===== src/rtl/immed_gen_pipe_if.sv =====
// Handshake bundle for immed_gen_pipe.
// Handshake rule (both sides): a transfer happens on a rising clock edge
// where valid and ready are both 1; valid never waits on ready, and ready
// may be asserted without valid.
//   ir, in_valid / in_ready        : instruction word into the decoder
//   imm, fmt, illegal, out_valid /
//   out_ready                      : decoded entry at the buffer head
// Modports: master = producer of ir and consumer of the decoded entry,
//           slave  = the decoder block itself.
interface immed_gen_pipe_if #(
    parameter int XLEN = 32
);
    logic [31:0]     ir;
    logic            in_valid;
    logic            in_ready;
    logic [XLEN-1:0] imm;
    logic [2:0]      fmt;
    logic            illegal;
    logic            out_valid;
    logic            out_ready;

    modport master (
        output ir, in_valid, out_ready,
        input  in_ready, imm, fmt, illegal, out_valid
    );

    modport slave (
        input  ir, in_valid, out_ready,
        output in_ready, imm, fmt, illegal, out_valid
    );
endinterface


===== src/rtl/immed_gen_pipe.sv =====
// Immediate generator with a small output FIFO.
// Decodes the RISC-V opcode of each accepted instruction word into a format
// code (0=R/none, 1=I, 2=S, 3=B, 4=U, 5=J), a sign-extended immediate and an
// illegal flag, and buffers up to DEPTH results in order.
// Ports:
//   clk     : rising-edge clock
//   rst     : asynchronous active-high reset (drops all entries, clears ill_cnt)
//   flush   : synchronous clear of the buffer; wins over push and pop
//   bus     : immed_gen_pipe_if slave (ir/in_valid/in_ready in,
//             imm/fmt/illegal/out_valid/out_ready out)
//   ill_cnt : saturating count of accepted illegal opcodes (kept over flush)
module immed_gen_pipe #(
    parameter int XLEN  = 32,
    parameter int DEPTH = 2,
    parameter int CNT_W = 16
) (
    input  logic                  clk,
    input  logic                  rst,
    input  logic                  flush,
    immed_gen_pipe_if.slave       bus,
    output logic [CNT_W-1:0]      ill_cnt
);
    localparam int PTR_W = $clog2(DEPTH);
    localparam logic [PTR_W:0] DEPTH_C = (PTR_W+1)'(DEPTH);

    localparam logic [2:0] FMT_R = 3'd0;
    localparam logic [2:0] FMT_I = 3'd1;
    localparam logic [2:0] FMT_S = 3'd2;
    localparam logic [2:0] FMT_B = 3'd3;
    localparam logic [2:0] FMT_U = 3'd4;
    localparam logic [2:0] FMT_J = 3'd5;

    // ---------------- decode ----------------
    logic [31:0]     dec_imm32;
    logic [XLEN-1:0] dec_imm;
    logic [2:0]      dec_fmt;
    logic            dec_ill;

    always_comb begin
        dec_imm32 = '0;
        dec_fmt   = FMT_R;
        dec_ill   = 1'b0;
        case (bus.ir[6:0])
            7'b0010011, 7'b0000011, 7'b1100111, 7'b1110011: begin
                dec_fmt   = FMT_I;
                dec_imm32 = {{20{bus.ir[31]}}, bus.ir[31:20]};
            end
            7'b0100011: begin
                dec_fmt   = FMT_S;
                dec_imm32 = {{20{bus.ir[31]}}, bus.ir[31:25], bus.ir[11:7]};
            end
            7'b1100011: begin
                dec_fmt   = FMT_B;
                dec_imm32 = {{19{bus.ir[31]}}, bus.ir[31], bus.ir[7],
                             bus.ir[30:25], bus.ir[11:8], 1'b0};
            end
            7'b0110111, 7'b0010111: begin
                dec_fmt   = FMT_U;
                dec_imm32 = {bus.ir[31:12], 12'b0};
            end
            7'b1101111: begin
                dec_fmt   = FMT_J;
                dec_imm32 = {{11{bus.ir[31]}}, bus.ir[31], bus.ir[19:12],
                             bus.ir[20], bus.ir[30:21], 1'b0};
            end
            7'b0110011: begin
                // R-type: no immediate, defaults already correct
            end
            default: dec_ill = 1'b1;
        endcase
    end

    // Every 32-bit result is already sign-correct, so widening to XLEN is a
    // plain sign extension (covers U format on 64-bit).
    assign dec_imm = XLEN'($signed(dec_imm32));

    // ---------------- buffer ----------------
    logic [XLEN-1:0] imm_mem [DEPTH];
    logic [2:0]      fmt_mem [DEPTH];
    logic            ill_mem [DEPTH];

    logic [PTR_W-1:0] wr_ptr;
    logic [PTR_W-1:0] rd_ptr;
    logic [PTR_W:0]   count;
    logic             push;
    logic             pop;

    // in_ready looks only at registered occupancy, so a full buffer stays
    // closed for a cycle even when the head is being popped.
    assign bus.in_ready  = (count < DEPTH_C);
    assign bus.out_valid = (count != '0);
    assign push = bus.in_valid & bus.in_ready & ~flush;
    assign pop  = bus.out_valid & bus.out_ready & ~flush;

    always_ff @(posedge clk) begin
        if (push) begin
            imm_mem[wr_ptr] <= dec_imm;
            fmt_mem[wr_ptr] <= dec_fmt;
            ill_mem[wr_ptr] <= dec_ill;
        end
    end

    always_ff @(posedge clk or posedge rst) begin
        if (rst) begin
            wr_ptr <= '0;
            rd_ptr <= '0;
            count  <= '0;
        end else if (flush) begin
            wr_ptr <= '0;
            rd_ptr <= '0;
            count  <= '0;
        end else begin
            if (push) wr_ptr <= wr_ptr + 1'b1;
            if (pop)  rd_ptr <= rd_ptr + 1'b1;
            case ({push, pop})
                2'b10:   count <= count + 1'b1;
                2'b01:   count <= count - 1'b1;
                default: count <= count;
            endcase
        end
    end

    always_ff @(posedge clk or posedge rst) begin
        if (rst) begin
            ill_cnt <= '0;
        end else if (push && dec_ill && (ill_cnt != '1)) begin
            ill_cnt <= ill_cnt + 1'b1;
        end
    end

    // Head outputs are forced to zero when nothing is buffered.
    assign bus.imm     = bus.out_valid ? imm_mem[rd_ptr] : '0;
    assign bus.fmt     = bus.out_valid ? fmt_mem[rd_ptr] : 3'd0;
    assign bus.illegal = bus.out_valid ? ill_mem[rd_ptr] : 1'b0;
endmodule


===== src/flat_wrapper.sv =====
// flat-port wrapper written by rule: the top's interface ports become plain ports
module immed_gen_pipe_flat 
#(
    parameter int XLEN  = 32,
    parameter int DEPTH = 2,
    parameter int CNT_W = 16
)
  (clk, rst, flush, ill_cnt, bus_ir, bus_in_valid, bus_out_ready, bus_in_ready, bus_imm, bus_fmt, bus_illegal, bus_out_valid);
  immed_gen_pipe_if #(.XLEN(XLEN)) bus_i ();
  input  logic clk;
  input  logic rst;
  input  logic flush;
  output logic [CNT_W-1:0] ill_cnt;
  input wire logic [$bits(bus_i.ir)-1:0] bus_ir;
  input wire logic [$bits(bus_i.in_valid)-1:0] bus_in_valid;
  input wire logic [$bits(bus_i.out_ready)-1:0] bus_out_ready;
  output wire logic [$bits(bus_i.in_ready)-1:0] bus_in_ready;
  output wire logic [$bits(bus_i.imm)-1:0] bus_imm;
  output wire logic [$bits(bus_i.fmt)-1:0] bus_fmt;
  output wire logic [$bits(bus_i.illegal)-1:0] bus_illegal;
  output wire logic [$bits(bus_i.out_valid)-1:0] bus_out_valid;
  assign bus_i.ir = bus_ir;
  assign bus_i.in_valid = bus_in_valid;
  assign bus_i.out_ready = bus_out_ready;
  assign bus_in_ready = bus_i.in_ready;
  assign bus_imm = bus_i.imm;
  assign bus_fmt = bus_i.fmt;
  assign bus_illegal = bus_i.illegal;
  assign bus_out_valid = bus_i.out_valid;
  immed_gen_pipe #(.XLEN(XLEN), .DEPTH(DEPTH), .CNT_W(CNT_W)) u_core (.clk(clk), .rst(rst), .flush(flush), .bus(bus_i), .ill_cnt(ill_cnt));
endmodule

===== config.mk =====
export PLATFORM = sky130hd
export DESIGN_NAME = immed_gen_pipe_flat
export DESIGN_NICKNAME = d
export VERILOG_FILES = /design/src/rtl/immed_gen_pipe_if.sv /design/src/rtl/immed_gen_pipe.sv /design/src/flat_wrapper.sv
export SDC_FILE = /design/constraint.sdc
export NUM_CORES = 1
export LEC_CHECK = 0
export BUFFER_PORTS_ARGS = -buffer_cell sky130_fd_sc_hd__buf_4
export CAP_MARGIN = 20
export CORE_ASPECT_RATIO = 0.8
export CORE_MARGIN = 3
export CORE_UTILIZATION = 35
export DETAILED_ROUTE_END_ITERATION = 10
export GPL_ROUTABILITY_DRIVEN = 0
export HOLD_SLACK_MARGIN = 0.03
export PLACE_DENSITY = 0.66
export SYNTH_ARGS = -nofsm -noshare
export SYNTH_HDL_FRONTEND = slang
export SYNTH_SLANG_ARGS = --single-unit

===== constraint.sdc =====
create_clock -name clk -period 8.9 [get_ports clk]
set_clock_uncertainty 0.1 [all_clocks]
set_input_delay 0.89 -clock clk [delete_from_list [all_inputs] [get_ports clk]]
set_output_delay 0.89 -clock clk [all_outputs]
set_load 0.005 [all_outputs]

==> results of run 1 <==
## worst max-delay path, stage by stage (launching register included)
cell     delay, ns
dfrtp_2       0.69
buf_4         0.45
mux2i_1       0.25
nor2_1        0.07
buf_4         0.15
## routing by layer
layer | routed length [um] | vias up | global-route usage [%]
met5 | 0 | - | 0
met4 | 141 | 0 | 4.599
met3 | 518 | 11 | 4.205
met2 | 4735 | 70 | 23.28
met1 | 4539 | 1406 | 20.20
li1 | - | 1409 | -
## area by class of cell
type                            count  area (um2)  area share [%]
Tap cell                          148       185.2           3.399
Inverter                            6       22.52          0.4134
Clock inverter                      5       86.33           1.585
Multi-Input combinational cell    225        1555           28.55
Timing Repair Buffer               94       705.7           12.95
Sequential cell                    92        2664           48.90
Clock buffer                       10       229.0           4.203
## registers in the layout, summed over array words and instances (netlist names)
register	flops
u_core.count	2
u_core.fmt_mem	6
u_core.ill_cnt	16
u_core.ill_mem	2
u_core.imm_mem	64
u_core.rd_ptr	1
u_core.wr_ptr	1
## power by group through the flow
stage / clock network (W) / registers [W] / logic [W]
2_1_floorplan: 0 / 0.000524 / 0.0000770
3_3_place_gp: 0 / 0.000528 / 0.000148
3_5_place_dp: 0 / 0.000530 / 0.000150
4_1_cts: 0.000413 / 0.000522 / 0.000151
5_1_grt: 0.000431 / 0.000526 / 0.000162
6_report: 0.000403 / 0.000521 / 0.000148
## per-stage QoR
stage | std cells | instance area (um2)
floorplan | 339 | 4308
global placement | 565 | 5132
detailed placement | 565 | 5132
CTS | 580 | 5448
global route | 580 | 5448
finish | 580 | 5448
## layout by cell type (no fill, tap or decap), types with 2 or more instances in the layout
master and n:
nor2_1 49, and3_1 3, mux2_1 2, mux2i_1 37
a21oi_1 9, edfxtp_1 72, a22o_1 5, xor2_1 11
o21ai_0 2, dfrtp_1 19, nor2_2 2, a21o_1 20
bufinv_16 2, buf_4 94, nor2b_1 3, nor3_1 4
nor3b_1 3, and4_1 2, nor4_1 3, and2_1 9
o21ai_1 5, and4b_1 2, nand2b_1 4, clkbuf_16 9
xnor2_1 5, inv_1 6, clkinvlp_4 2, nand2_1 13
nand3_1 10, a31oi_1 2
## kinds of logic (layout without fill, tap and decap cells)
family	count (synthesis)	after routing	synth area share, %
flops	92	92	61.81
buf+inv	22	115	2.265
mux	40	40	9.468
compound gates	50	50	8.423
simple gates	118	118	14.49
fa+ha+maj	1	1	0.2904
xor+xnor	16	16	3.253
## worst max path at each step
stage	slack [ns]	to	depth (start not counted)	start
2_1_floorplan	4.85	u_core.fmt_mem[0][0]	2	bus_in_valid
3_3_place_gp	6.08	u_core.imm_mem[0][24]	5	bus_ir[2]
3_5_place_dp	6.04	u_core.imm_mem[1][22]	5	bus_ir[2]
4_1_cts	5.86	bus_imm[22]	4	u_core.rd_ptr
5_1_grt	5.82	bus_fmt[1]	4	u_core.rd_ptr
6_report	5.95	bus_imm[25]	4	u_core.rd_ptr
==> metrics.csv, run 1 <==
metric;value;unit
setup bufs post-CTS;0;
antenna diode count;0;
CTS H-tree depth;3;
DIE HEIGHT;105.2;um
number of max-cap violations;0;
Area Growth Syn to Fin;26.46;%
drt wl/cell;17.13;um
vias in the first global route;2912;
Top Ports;91;
Switching Share;23.65;%
worst skew pair latency;0.33;ns
fin crit period;2.949;ns
CTS Buffer Depth;2;
CTS clock-pin slew for the worst setup and hold paths;0.06;ns
layout cell share with drive strength beyond 1;27.78;%
Slew @ Worst Pin;0.8772;ns
warnings from Yosys;0;
Hold Startpoint;u_core.ill_cnt[2];
final antenna-violating net count;0;
Num Clock Sinks;92;
HP Class;reg -> reg;
Final HPWL DP;6.882;mm
Initial DRT Pass Iterations;4;
hold_buf cts;0;
Hold Path Cell Cnt;1;
# DRC;0;
Die ar.;13680;um2
hold path endpoint;u_core.ill_cnt[2];
final worst setup slack;5.951;ns
I/O Buffers;90;
top cells by count, synth;edfxtp_1 (72), nor2_1 (50), mux2i_1 (37);
TritonCTS Buffers;9;
total chip power;0.001072;W
syn nets;377;
NumNets Final;466;
Rel. slew slack;41.52;%
Fmax;339.1;MHz
synth unique cells;48;
Area contributors post-synth;edfxtp_1 (50%), dfrtp_1 (12%), mux2i_1 (8.6%);
initial antenna violation count;0;
Cell Area, Synth;4308;um2
Starting DRT DRC Count;169;
Leak;2.245;nW
pin count of the biggest net entering global routing;38;
ys flop type;edfxtp_1;
Max Slew Vio Count;0;
TritonCTS clock tree;built;
register share of total power;48.6;%
Min Hold Slack;0.4321;ns
status;finished clean;
CTS root buf;clkbuf_16;
Reg2Reg Launch Point;u_core.count[1];
combinational group share of total power;13.8;%
CP arrival;1.96;ns
# rows;35;
core box area;11780;um2
Setup TNS Final;0;ns
Psw;0.0002536;W
most common cell in the netlist;edfxtp_1;
worst vdd ir;0.00009979;V
Clk pwr share;37.6;%
post-synth top area cell;edfxtp_1;
Req. time, crit path;7.91;ns
r2r setup slk;6.87;ns
Layout fillers;1053;
RSZ-0062 raised after global routing;false;
first-pass GRT wire length;15.78;mm
total grt overflow;0;
Worst setup SP type;flop;
syn avg cell area;12.71;um2
EDFF count, synth;72;
Seq/Total Area, Yosys;61.81;%
GRT Total Usage;14.93;%
WS Path Type;reg -> out;
Vias/cell;4.993;
WL final;9.935;mm
largest fanout on the critical path;21;
final setup fails;0;
Cell Pwr Density;196.9;nW/um2
vias;2896;
RR Endpoint;u_core.imm_mem[1][25];
Final Util;46.25;%
CP Capture Type;primary output;
Power Internal;0.0008188;W
Worst Reg-to-Reg Cells;4;
cells after synthesis;339;
Yosys top cell area share;50.19;%
Die Width;130.0;um
period utilization;33.13;%
pre-CTS WS;6.043;ns
Yosys reg bits;92;
final hold vios;0;
async set or reset register ratio after synthesis;21.74;%
Resized cells post-CTS;0;
Starting Density;36.57;%
Power figures use the tool's default switching activity.
==> inputs of run 2 (changes only) <==
--- a/config.mk
+++ b/config.mk
@@ -13,7 +13,7 @@
 export DETAILED_ROUTE_END_ITERATION = 10
 export GPL_ROUTABILITY_DRIVEN = 0
 export HOLD_SLACK_MARGIN = 0.03
-export PLACE_DENSITY = 0.66
+export PLACE_DENSITY = 0.68
 export SYNTH_ARGS = -nofsm -noshare
 export SYNTH_HDL_FRONTEND = slang
 export SYNTH_SLANG_ARGS = --single-unit
==> constraint.sdc (replaced) <==
create_clock -name clk -period 2.5 [get_ports clk]
set_clock_uncertainty 0.1 [all_clocks]
set_input_delay 0.25 -clock clk [delete_from_list [all_inputs] [get_ports clk]]
set_output_delay 0.25 -clock clk [all_outputs]
set_load 0.005 [all_outputs]
==> run 2 against run 1 <==
Sequential share of layout area down 0.40 points. Global-route usage down 0.67 points. Final cell count up 1.0%. Flip-flop and latch count unchanged. Design area up 0.83%. Routed wire length down 4.8%. Critical path depth unchanged. Core utilization up 0.38 points.
==> metrics.csv, run 2 (synthesis results as in run 1) <==
metric;value;unit;change
Final Util;46.63;%;was 46.25%
TritonCTS clock tree;built;;unchanged
WL final;9.457;mm;was 9.935 mm
CTS root buf;clkbuf_16;;unchanged
Leak;2.267;nW;was 2.245 nW
Final HPWL DP;6.782;mm;was 6.882 mm
HP Class;in -> reg;;was reg -> reg
Fmax;507.6;MHz;
first-pass GRT wire length;15.21;mm;was 15.78 mm
final antenna-violating net count;0;;unchanged
Worst setup SP type;flop;;unchanged
largest registers;u_core.imm_mem: 64 flops, u_core.ill_cnt: 16 flops, u_core.fmt_mem: 6 flops;;unchanged
GRT Total Usage;14.26;%;was 14.93%
Largest Register;u_core.imm_mem;;unchanged
vias;2914;;was 2896
Layout fillers;1066;;was 1053
drt wl/cell;16.14;um;was 17.13 um
NumNets Final;472;;was 466
Die ar.;13680;um2;unchanged
initial antenna violation count;0;;unchanged
fin crit period;1.970;ns;
Num Clock Sinks;92;;unchanged
Initial DRT Pass Iterations;4;;unchanged
antenna diode count;0;;unchanged
# placed instances;569;;was 565
total grt overflow;0;;unchanged
# rows;35;;unchanged
RSZ-0062 raised after global routing;false;;unchanged
worst vdd ir;0.0004873;V;was 0.00009979 V
CTS clock-pin slew for the worst setup and hold paths;0.06;ns;about the same
vias in the first global route;2975;;was 2912
CTS Buffer Depth;2;;unchanged
most common cell after layout, fill and taps aside;buf_4;;unchanged
Die Width;130.0;um;unchanged
WS Path Type;reg -> out;;unchanged
Setup TNS Final;0;ns;unchanged
total chip power;0.003692;W;was 0.001072 W
number of max-cap violations;0;;unchanged
Max Slew Vio Count;0;;unchanged
Vias/cell;4.973;;was 4.993
DIE HEIGHT;105.2;um;unchanged
multi-input combinational cell area;1562;um2;was 1555 um2
I/O Buffers;90;;unchanged
Top Ports;91;;unchanged
Area Growth Syn to Fin;27.51;%;was 26.46%
Req. time, crit path;2.15;ns;was 7.91 ns
Starting Density;36.57;%;unchanged
final setup fails;0;;unchanged
Min Hold Slack;0.1146;ns;was 0.4321 ns
# DRC;0;;unchanged
final hold vios;0;;unchanged
final non-filler cell total;586;;was 580
core box area;11780;um2;unchanged
period utilization;78.80;%;
Starting DRT DRC Count;175;;was 169
Sequential cell area;2664;um2;unchanged
CTS H-tree depth;3;;unchanged
largest fanout on the critical path;11;;was 21
Largest register FFs;64;;unchanged
TritonCTS Buffers;9;;unchanged
status;finished clean;;unchanged
worst skew pair latency;0.33;ns;about the same
CP Capture Type;primary output;;unchanged
most frequent cells in the layout;buf_4 (97), edfxtp_1 (72), nor2_1 (49);;was buf_4 (94), edfxtp_1 (72), nor2_1 (49)
Rel. slew slack;48.03;%;was 41.52%
layout cell share with drive strength beyond 1;28.31;%;was 27.78%
Slew @ Worst Pin;0.7787;ns;was 0.8772 ns
pin count of the biggest net entering global routing;38;;unchanged
Cell Pwr Density;672.1;nW/um2;was 196.9 nW/um2
CP arrival;1.62;ns;was 1.96 ns
[run 2: what timing repair did]
item	in CTS	in global routing
setup endpoints to repair	0	0
hold buffers	2	0
hold endpoints to repair	24	0
setup buffers	0	0
resized for setup	0	0
[run 2: layout make-up]
| class | instances | area share [%] |
|---|---|---|
| tap | 148 | 3.371 |
| timing repair buffer | 100 | 13.99 |
| clock inverter | 6 | 1.207 |
| sequential | 92 | 48.50 |
| clock buffer | 9 | 4.100 |
| multi-input combinational | 225 | 28.43 |
| inverter | 6 | 0.4100 |
[run 2: path summary, 6_finish.rpt]
check	start	end	slack (ns)	cells after the start
min in group asynchronous	rst	u_core.ill_cnt[13]	0.53	3
worst max register to register	u_core.count[1]	u_core.ill_cnt[14]	0.55	5
worst min register to register	u_core.ill_cnt[2]	u_core.ill_cnt[2]	0.43	1
max in group asynchronous	rst	u_core.rd_ptr	1.24	3
worst min-delay path	bus_ir[14]	u_core.imm_mem[0][14]	0.11	2
worst max-delay path	u_core.rd_ptr	bus_imm[10]	0.53	4
[run 2: critical path: stages, from the launching register on]
cell     delay (ns)
dfrtp_2        0.54
buf_4          0.30
mux2i_1        0.22
nor2_1         0.07
buf_4          0.15
[run 2: per-stage QoR]
stage	worst slack, ns	cell area [um2]
after floorplan	0.2817	4319
after global placement	0.5690	5181
after detailed placement	0.5778	5181
after CTS	0.5024	5493
after global routing	0.4158	5493
final	0.5301	5493
[run 2: power by group]
| group | switching (W) | internal [W] | total [W] |
|---|---|---|---|
| Clock | 0.000533 | 0.000768 | 0.00130 |
| Combinational | 0.000254 | 0.000287 | 0.000541 |
| Sequential | 0.0000914 | 0.00176 | 0.00185 |
| Total | 0.000878 | 0.00281 | 0.00369 |
[run 2: layer usage]
layer  global-route usage (%)  share of wire (%)  up-vias
met2                    21.93                 47       77
met5                        0                  0        -
met4                    4.970                2.0        0
met3                    3.495                5.4       13
met1                    19.68                 46     1400
li1                         -                  -     1424
==> inputs of run 3 (changes only) <==
--- a/config.mk
+++ b/config.mk
@@ -5,6 +5,7 @@
 export SDC_FILE = /design/constraint.sdc
 export NUM_CORES = 1
 export LEC_CHECK = 0
+export ABC_AREA = 1
 export BUFFER_PORTS_ARGS = -buffer_cell sky130_fd_sc_hd__buf_4
 export CAP_MARGIN = 20
 export CORE_ASPECT_RATIO = 0.8
==> constraint.sdc (replaced) <==
create_clock -name clk -period 1.65 [get_ports clk]
set_clock_uncertainty 0.1 [all_clocks]
set_input_delay 0.165 -clock clk [delete_from_list [all_inputs] [get_ports clk]]
set_output_delay 0.165 -clock clk [all_outputs]
set_load 0.005 [all_outputs]
==> run 3 against run 2 <==
The run now ends with negative setup slack left. Setup slack got worse by 0.66 ns. Register-to-register slack got worse by 0.59 ns. Routed wire length rose by 36%. Core utilization rose by 7.7 points. Die area rose by 5.8%. Synthesized area rose by 6.1%. Clock power rose by 54%. Flip-flop and latch count did not move. Design area rose by 23%. Combinational power rose to 7.6 times the previous value. Critical endpoint is now bus_imm[31].
==> metrics.csv, run 3 <==
metric;value;unit;change
TritonCTS clock tree;built;;unchanged
ys flop type;edfxtp_1;;unchanged
Area contributors post-synth;edfxtp_1 (47%), nand2_1 (12%), dfrtp_1 (11%);;was edfxtp_1 (50%), dfrtp_1 (12%), mux2i_1 (8.6%)
Fmax;563.3;MHz;
post-route cell area;6779;um2;was 5493 um2
Rel. slew slack;74.06;%;was 48.03%
I/O Buffers;90;;unchanged
Final HPWL DP;8.150;mm;was 6.782 mm
drt wl/cell;16.50;um;was 16.14 um
Starting DRT DRC Count;361;;was 175
Vias/cell;4.945;;was 4.973
Req. time, crit path;1.38;ns;was 2.15 ns
CTS Buffer Depth;2;;unchanged
# rows;36;;was 35
Min Hold Slack;0.03666;ns;was 0.1146 ns
Largest register FFs;64;;unchanged
CTS root buf;clkbuf_16;;unchanged
first-pass GRT wire length;18.66;mm;was 15.21 mm
layout cell share with drive strength beyond 1;41.90;%;was 28.31%
final worst setup slack;-0.1251;ns;was 0.5301 ns
Cell Area, Synth;4571;um2;was 4308 um2
post-synth top area cell;edfxtp_1;;unchanged
period utilization;107.6;%;
Largest Register;u_core.imm_mem;;unchanged
# DRC;0;;unchanged
Yosys reg bits;92;;unchanged
status;complete, but fails checks;;was finished clean
final hold vios;0;;unchanged
fin crit period;1.775;ns;
synth unique cells;31;;was 48
worst vdd ir;0.0005558;V;was 0.0004873 V
number of max-cap violations;0;;unchanged
antenna diode count;0;;unchanged
async set or reset register ratio after synthesis;21.74;%;unchanged
Seq/Total Area, Yosys;58.25;%;was 61.81%
final setup fails;36;;was 0
Starting Density;36.63;%;was 36.57%
core box area;12480;um2;was 11780 um2
WS Path Type;reg -> out;;unchanged
warnings from Yosys;0;;unchanged
Cell Pwr Density;1327;nW/um2;was 672.1 nW/um2
Die ar.;14470;um2;was 13680 um2
Die Width;133.8;um;was 130.0 um
Yosys top cell area share;47.30;%;was 50.19%
final antenna-violating net count;0;;unchanged
Layout fillers;1077;;was 1066
most common cell after layout, fill and taps aside;nand2_1;;was buf_4
most frequent cells in the layout;nand2_1 (140), buf_4 (102), edfxtp_1 (72);;was buf_4 (97), edfxtp_1 (72), nor2_1 (49)
CTS clock-pin slew for the worst setup and hold paths;0.06;ns;about the same
NumNets Final;644;;was 472
GRT Total Usage;16.32;%;was 14.26%
DIE HEIGHT;108.2;um;was 105.2 um
WL final;12.90;mm;was 9.457 mm
Max Slew Vio Count;0;;unchanged
Leak;2.886;nW;was 2.267 nW
most common cell in the netlist;nand2_1;;was edfxtp_1
Num Clock Sinks;92;;unchanged
syn avg cell area;9.766;um2;was 12.71 um2
failing checks;negative setup slack;;
Top Ports;91;;unchanged
largest fanout on the critical path;4;;was 11
syn nets;506;;was 377
Cell Area, Placed;5699;um2;was 5181 um2
Initial DRT Pass Iterations;5;;was 4
worst skew pair latency;0.34;ns;was 0.33 ns
Worst setup SP type;flop;;unchanged
CTS H-tree depth;3;;unchanged
CP arrival;1.51;ns;was 1.62 ns
cells after synthesis;468;;was 339
TritonCTS Buffers;9;;unchanged
vias in the first global route;3554;;was 2975
largest registers;u_core.imm_mem: 64 flops, u_core.ill_cnt: 16 flops, u_core.fmt_mem: 6 flops;;unchanged
EDFF count, synth;72;;unchanged
Area Growth Syn to Fin;48.32;%;was 27.51%
Slew @ Worst Pin;0.3851;ns;was 0.7787 ns
CP Capture Type;primary output;;unchanged
vias;3867;;was 2914
top cells by count, synth;nand2_1 (150), edfxtp_1 (72), a21oi_1 (40);;was edfxtp_1 (72), nor2_1 (50), mux2i_1 (37)
RSZ-0062 raised after global routing;true;;was false
pin count of the biggest net entering global routing;37;;was 38
initial antenna violation count;0;;unchanged
HP Class;in -> reg;;unchanged
total grt overflow;0;;unchanged
-- run 3: cell types whose count changed in the layout (fill, tap and decap cells not counted), sizes merged, moves of 27 or more --
cell	previous run	this run
nand2	13	158
buf	98	135
mux2i	37	0
inv	6	39
a21oi	9	40
nand3	10	37
-- run 3: logic make-up after synthesis --
kind of cell / Yosys count / share of synthesized area [%]
AND/OR/NAND/NOR: 245 / 26.06
flip-flops: 92 / 58.25
AO/OA/AOI/OAI: 64 / 8.240
buffers and inverters: 56 / 5.256
XOR/XNOR: 10 / 1.916
adder cells (fa/ha/maj): 1 / 0.2737
-- run 3: final timing paths --
kind	startpoint	endpoint	slack [ns]	cells past startpoint
min reg2reg	u_core.ill_cnt[15]	u_core.ill_cnt[15]	0.46	2
max reg2reg	u_core.count[1]	u_core.count[0]	-0.04	11
min in group asynchronous	rst	u_core.ill_cnt[5]	0.33	4
max	u_core.count[1]	bus_imm[31]	-0.13	6
max in group asynchronous	rst	u_core.ill_cnt[0]	0.88	4
min	flush	u_core.wr_ptr	0.04	4
-- run 3: report_power, final --
group          leakage (nW)  internal, W  switching, W
Combinational          1.80      0.00214       0.00195
Clock                 0.139      0.00117      0.000830
Sequential            0.945      0.00274      0.000163
Total                  2.89      0.00605       0.00295
-- run 3: worst max-delay path, stage by stage, from the launching register on --
cell and delay, ns:
dfrtp_1 0.42, nor2_4 0.07, buf_12 0.13, buf_4 0.13
clkbuf_16 0.16, a21oi_4 0.14, buf_6 0.11
-- run 3: cell type report --
type	instances	area (um2)	share of cell area [%]
inverter	40	161.4	2.381
timing repair buffer	142	1410	20.80
sequential	92	2666	39.33
clock buffer	11	232.7	3.433
clock inverter	5	52.55	0.7752
multi-input combinational	321	2042	30.12
tap	171	214.0	3.156
-- run 3: per-stage QoR --
stage               utilization [%]  total power, W  instances  setup WS, ns  setup TNS [ns]
floorplan                         -        0.003986        468      -0.05405          -3.062
global placement              45.68        0.005283        743       0.06422               0
detailed placement            45.68        0.005323        743       0.01860               0
CTS                           49.71        0.007906        767      -0.05044          -1.057
global route                  54.33        0.009410        782       -0.1721          -5.182
finish                        54.33        0.008993        782       -0.1251          -2.840
-- run 3: what timing repair did --
item	CTS	global route
pin swaps	2	11
hold buffers	1	1
cloned	2	8
endpoints found under the setup margin	36	55
gates resized for setup	31	77
setup buffers	5	6
hold endpoints to repair	20	1
-- run 3: metal layers --
layer  global-route usage [%]  vias up  part of all wire [%]
met1                    22.69     1865                    44
met2                    26.24      135                    49
li1                         -     1857                     -
met5                        0        -                     0
met4                    3.377        0                  0.93
met3                    3.953       10                   5.5
